==> src/rtl/cr16_alu_if.sv <==
// Operand/result bundle for the CompactRISC16 ALU.
// The master drives opcode and operands; the slave (ALU) returns the registered result and status.
interface cr16_alu_if;
    logic [3:0]  I_OPCODE;
    logic [15:0] I_A;
    logic [15:0] I_B;
    logic [15:0] O_C;
    logic [4:0]  O_STATUS;

    modport master (
        output I_OPCODE, I_A, I_B,
        input  O_C, O_STATUS
    );

    modport slave (
        input  I_OPCODE, I_A, I_B,
        output O_C, O_STATUS
    );
endinterface

==> src/rtl/cr16_alu.sv <==
// Registered 16-bit CompactRISC16 ALU: combinational datapath feeding one result/status register stage.
// Optional multiplier on opcode 2 is compiled in only when CR16_ALU_MUL_EN is defined.
module cr16_alu (
    input  logic        I_CLK,
    input  logic        I_RESET,
    cr16_alu_if.slave   bus
);

    localparam logic [3:0] OP_ADD  = 4'd0;
    localparam logic [3:0] OP_ADDC = 4'd1;
    localparam logic [3:0] OP_MUL  = 4'd2;
    localparam logic [3:0] OP_SUB  = 4'd3;
    localparam logic [3:0] OP_NOT  = 4'd4;
    localparam logic [3:0] OP_AND  = 4'd5;
    localparam logic [3:0] OP_OR   = 4'd6;
    localparam logic [3:0] OP_XOR  = 4'd7;
    localparam logic [3:0] OP_LSH  = 4'd8;
    localparam logic [3:0] OP_RSH  = 4'd9;
    localparam logic [3:0] OP_ALSH = 4'd10;
    localparam logic [3:0] OP_ARSH = 4'd11;

    logic [15:0] w_a;
    logic [15:0] w_b;
    logic [3:0]  w_amt;
    logic        w_cin;
    logic [16:0] w_sum;
    logic [15:0] w_diff;
    logic [15:0] w_c;
    logic        w_flag_c;
    logic        w_flag_l;
    logic        w_flag_f;
    logic        w_flag_z;
    logic        w_flag_n;
    logic        w_valid;

    logic [15:0] r_c;
    logic [4:0]  r_status;

    assign w_a    = bus.I_A;
    assign w_b    = bus.I_B;
    assign w_amt  = bus.I_A[3:0];
    // ADDC always adds a forced carry-in of one; the previous carry is never reused.
    assign w_cin  = (bus.I_OPCODE == OP_ADDC);
    assign w_sum  = {1'b0, w_a} + {1'b0, w_b} + {16'd0, w_cin};
    assign w_diff = w_b - w_a;

    // Result and flag selection for the current opcode.
    always_comb begin
        w_c      = 16'h0000;
        w_flag_c = 1'b0;
        w_flag_l = 1'b0;
        w_flag_f = 1'b0;
        w_flag_n = 1'b0;
        w_valid  = 1'b0;
        case (bus.I_OPCODE)
            OP_ADD, OP_ADDC: begin
                w_c      = w_sum[15:0];
                w_flag_c = w_sum[16];
                w_flag_f = (w_a[15] == w_b[15]) && (w_sum[15] != w_a[15]);
                w_flag_n = ((w_a[15] != w_b[15]) && w_sum[15]) || (w_a[15] && w_b[15]);
                w_valid  = 1'b1;
            end
            OP_MUL: begin
`ifdef CR16_ALU_MUL_EN
                w_c     = w_a * w_b;
                w_valid = 1'b1;
`else
                w_c     = 16'h0000;
                w_valid = 1'b0;
`endif
            end
            OP_SUB: begin
                w_c      = w_diff;
                w_flag_f = (w_a[15] != w_b[15]) && (w_diff[15] != w_b[15]);
                w_flag_n = ($signed(w_b) > $signed(w_a));
                w_flag_l = (w_b > w_a);
                w_valid  = 1'b1;
            end
            OP_NOT: begin
                w_c     = ~w_a;
                w_valid = 1'b1;
            end
            OP_AND: begin
                w_c     = w_a & w_b;
                w_valid = 1'b1;
            end
            OP_OR: begin
                w_c     = w_a | w_b;
                w_valid = 1'b1;
            end
            OP_XOR: begin
                w_c     = w_a ^ w_b;
                w_valid = 1'b1;
            end
            OP_LSH, OP_ALSH: begin
                w_c     = w_b << w_amt;
                w_valid = 1'b1;
            end
            OP_RSH: begin
                w_c     = w_b >> w_amt;
                w_valid = 1'b1;
            end
            OP_ARSH: begin
                w_c     = $signed(w_b) >>> w_amt;
                w_valid = 1'b1;
            end
            default: begin
                w_c     = 16'h0000;
                w_valid = 1'b0;
            end
        endcase
    end

    // Undefined opcodes report Z = 0 even though their result is zero.
    assign w_flag_z = w_valid && (w_c == 16'h0000);

    // Output register with synchronous reset; reset overrides the sampled operation.
    always_ff @(posedge I_CLK) begin
        if (I_RESET) begin
            r_c      <= 16'h0000;
            r_status <= 5'b00000;
        end else begin
            r_c      <= w_c;
            r_status <= {w_flag_n, w_flag_z, w_flag_f, w_flag_l, w_flag_c};
        end
    end

    assign bus.O_C      = r_c;
    assign bus.O_STATUS = r_status;

endmodule

==> src/flat_wrapper.sv <==
// flat-port wrapper written by rule: the top's interface ports become plain ports
module cr16_alu_flat 
  (I_CLK, I_RESET, bus_I_OPCODE, bus_I_A, bus_I_B, bus_O_C, bus_O_STATUS);
  cr16_alu_if bus_i ();
  input  logic I_CLK;
  input  logic I_RESET;
  input wire logic [$bits(bus_i.I_OPCODE)-1:0] bus_I_OPCODE;
  input wire logic [$bits(bus_i.I_A)-1:0] bus_I_A;
  input wire logic [$bits(bus_i.I_B)-1:0] bus_I_B;
  output wire logic [$bits(bus_i.O_C)-1:0] bus_O_C;
  output wire logic [$bits(bus_i.O_STATUS)-1:0] bus_O_STATUS;
  assign bus_i.I_OPCODE = bus_I_OPCODE;
  assign bus_i.I_A = bus_I_A;
  assign bus_i.I_B = bus_I_B;
  assign bus_O_C = bus_i.O_C;
  assign bus_O_STATUS = bus_i.O_STATUS;
  cr16_alu u_core (.I_CLK(I_CLK), .I_RESET(I_RESET), .bus(bus_i));
endmodule
==> config.mk <==
export PLATFORM = sky130hd
export DESIGN_NAME = cr16_alu_flat
export DESIGN_NICKNAME = d
export VERILOG_FILES = /design/src/rtl/cr16_alu_if.sv /design/src/rtl/cr16_alu.sv /design/src/flat_wrapper.sv
export SDC_FILE = /design/constraint.sdc
export NUM_CORES = 1
export LEC_CHECK = 0
export CAP_MARGIN = 0
export CORE_ASPECT_RATIO = 0.7
export CORE_MARGIN = 4
export CORE_UTILIZATION = 55
export CTS_BUF_LIST = sky130_fd_sc_hd__clkbuf_4 sky130_fd_sc_hd__clkbuf_8 sky130_fd_sc_hd__clkbuf_16
export DETAILED_ROUTE_END_ITERATION = 7
export PLACE_DENSITY = 0.79
export SLEW_MARGIN = 20
export SYNTH_ARGS = -nofsm -noshare
export SYNTH_HDL_FRONTEND = slang
export SYNTH_SLANG_ARGS = --single-unit
==> constraint.sdc <==
create_clock -name I_CLK -period 7.2 [get_ports I_CLK]
set_clock_uncertainty 0.15 [all_clocks]
set_input_delay 1.44 -clock I_CLK [delete_from_list [all_inputs] [get_ports I_CLK]]
set_output_delay 1.44 -clock I_CLK [all_outputs]
set_load 0.01 [all_outputs]
==> flow_metrics.tcl <==
set metrics [dict create \
    netlist_area_um2 5050 \
    yosysTopAreaCell "mux4_2" \
    ys_types 78 \
    finalPower_mw 0.664 \
    cts_tree "built" \
    grtUsageTotal_pct 36.7 \
    portBuffers 58 \
    drcViolationCount 0 \
    grt_antenna_before_repair 0 \
    wl_met2_mm 7.81 \
    vias 5744 \
    overflow 0 \
    start_util_pct 58.1 \
    post_cts_buffers 0 \
    hold_end "u_core.bus.O_STATUS[2]$_SDFF_PP0_" \
    ir_worst_vdd_mv 0.0821 \
    grt_max_degree 36 \
    ys_seq_area_share_pct 8.33 \
    setup_ws_ns 1.33 \
    via_per_inst 7.18 \
    cp-start-kind "input port" \
    slew_viol_final 0 \
    ys_seq_elements 21 \
    status "completed" \
    wl_mm 19.9 \
    p_per_area_nw_per_um2 115 \
    highest_layer "met4" \
    hold_viol 0 \
    slew_headroom_pct 26.8 \
    syn_area_per_cell_um2 7.79 \
    place.gp.congestion 1.08 \
    drtAntennaViolNets 0 \
    worst-path-max-fanout 23 \
    dr_wl_met3_mm 3.32 \
    place_ws_ns 1.19 \
    antenna_cells 0 \
    critPathCaptureType "flop" \
    critPathKind "input port to flop" \
    cts_sinks 21 \
    cp_num_buf_inv 2 \
    grt_pass1_wl_mm 30.4 \
    synth_top_cell_area_share_pct 12.9 \
    place_hpwl_mm 15.4 \
    clock_path_buffers 2 \
    syn_to_final_growth_pct 14.6 \
    hp-class "input port to flop" \
    timing.critical_path.slowest_cell_delay_ns 0.47 \
    drive_above_1_share_pct 11.8 \
    core-area_um2 8690 \
    synth_nets 739 \
    critPathRequiredTime_ns 7.22 \
    cts_root_buf "clkbuf_16" \
    wirelength_met1_mm 8.11 \
    fin_crit_sh_pct 81.6 \
    cellLeakagePower_nw 2.34 \
    nets 772 \
    drt_iter0_markers 1036 \
    core.rowCount 28 \
    critPathArrivalTime_ns 5.89 \
    die_x_um 123 \
    min_path_cells 2 \
    fillers 749 \
    ctsResizeCount 0 \
    hold_ws_ns 1.75 \
    path_depth 19 \
    cts_buffers 3 \
    synth_area_leaders "mux4_2 (13%), ha_1 (12%), dfxtp_1 (8.3%), nor2_1 (4.8%), inv_1 (4.2%)" \
    worst_pin_slew_ns 1.09 \
    cp_top_family "compound AO/OA/AOI/OAI gates" \
    post-route-min-period_ns 5.88 \
    wire_per_inst_um 24.9 \
    worstHoldStart "I_RESET" \
    clk_pin_slew_ns 0.05 \
    synth_edf_count 0 \
    async_flop_share_pct 0 \
    synthFlopType "dfxtp_1" \
    max_freq_mhz 170 \
    setup_viol 0 \
    drv_cap 0 \
    die-area_um2 10800 \
    path_cells "clkdlybuf4s50_1 -> buf_4 -> or3_1 -> nor2_1 -> fa_1 -> nand3_1 -> a21oi_1 -> o311ai_1 -> a31oi_1 -> o21ai_0 -> a21oi_1 -> or2_2 -> fa_1 -> mux2i_1 -> o32a_1 -> o22ai_1 -> a211oi_1 -> o2111ai_1 -> nor4_2" \
    crit_slowest_cell "fa_1" \
    die_h_um 88.2 \
    grt_pass1_vias 5167 \
    synth_cells 648 \
    dr.pass1.iters 6 \
    synth_warnings 0 \
    setup_tns_ns 0 \
    cts_hold_buffers 0 \
    io_pins 59 \
    h-tree-depth 1 \
    rsz0062_at_grt "false" \
]
layout make-up:
cell class	instances	area, um2	area share [%]
multi-input cells	522	4210	72.8
repair buffers	75	703	12.2
flip-flops and latches	21	420	7.27
inverters	58	218	3.76
well taps	120	150	2.60
clock buffers	4	82.6	1.43
cells in the mapped netlist, types with 6 or more instances:
master,n
mux2_1,10
a211oi_1,12
mux2i_1,21
o21ai_0,25
nand2_1,44
o21a_1,6
ha_1,49
xnor2_1,7
and3_1,8
nand2b_1,8
a21oi_1,38
o221ai_1,8
inv_1,56
nor3_1,14
dfxtp_1,21
clkbuf_1,32
a31oi_1,7
nor2_1,65
o31ai_1,6
or2_2,6
nand3_1,12
mux4_2,29
buf_2,8
nor2b_1,11
nor4_1,10
cells by family after synthesis:
| family | synth area share [%] |
|---|---|
| and+or+nand+nor | 20.7 |
| AOI/OAI and AO/OA | 26.9 |
| xor gates and xnor gates | 1.39 |
| buffers and inverters | 8.52 |
| DFF | 8.33 |
| muxes | 20.4 |
| adders and majority gates | 13.7 |
how the worst max path moves through the flow:
stage | startpoint | endpoint | slack [ns]
3_5_place_dp | bus_I_OPCODE[2] | u_core.bus.O_STATUS[3]$_SDFF_PP0_ | 1.19
6_report | bus_I_OPCODE[2] | u_core.bus.O_STATUS[3]$_SDFF_PP0_ | 1.33
4_1_cts | bus_I_OPCODE[2] | u_core.bus.O_STATUS[3]$_SDFF_PP0_ | 1.44
5_1_grt | bus_I_B[2] | u_core.bus.O_STATUS[3]$_SDFF_PP0_ | 1.01
2_1_floorplan | bus_I_OPCODE[1] | u_core.bus.O_STATUS[3]$_SDFF_PP0_ | 1.54
3_3_place_gp | bus_I_OPCODE[2] | u_core.bus.O_STATUS[3]$_SDFF_PP0_ | 1.39
layer usage:
layer	GRT usage [%]	vias to the layer above
li1	-	2515
met3	13.5	70
met5	0	-
met4	10.1	0
met2	51.3	500
met1	53.0	2659
placed cells by master, fill, tap and decap left out, types with 7 or more instances in the layout:
cell / synthesis / routed
a211oi_1: 12 / 12
a21oi_1: 38 / 38
a31oi_1: 7 / 7
and3_1: 8 / 8
buf_4: 1 / 17
clkdlybuf4s50_1: 0 / 57
dfxtp_1: 21 / 21
ha_1: 49 / 49
inv_1: 56 / 56
mux2_1: 10 / 10
mux2i_1: 21 / 21
mux4_2: 29 / 29
nand2_1: 44 / 44
nand2b_1: 8 / 8
nand3_1: 12 / 12
nor2_1: 65 / 65
nor2b_1: 11 / 11
nor3_1: 14 / 14
nor4_1: 10 / 10
o21ai_0: 25 / 25
o221ai_1: 8 / 8
xnor2_1: 7 / 7
power breakdown:
part           internal, mW  switching [mW]  leakage, nW  total, mW
sequential            0.124         0.00217        0.172      0.127
combinational         0.168           0.250         2.12      0.418
clock                0.0792          0.0405       0.0416      0.120
per-stage QoR:
step	utilization (%)	std cells	cell area [um2]
2_1_floorplan	-	648	5050
5_1_grt	66.6	800	5790
6_report	66.6	800	5790
3_3_place_gp	65.6	796	5700
4_1_cts	66.5	800	5780
3_5_place_dp	65.6	796	5700
sequential cells by signal, summed over array words and instances, names as in the netlist:
name	flops
u_core.bus.O_C	16
u_core.bus.O_STATUS	5
(Power assumes the default switching activity.)
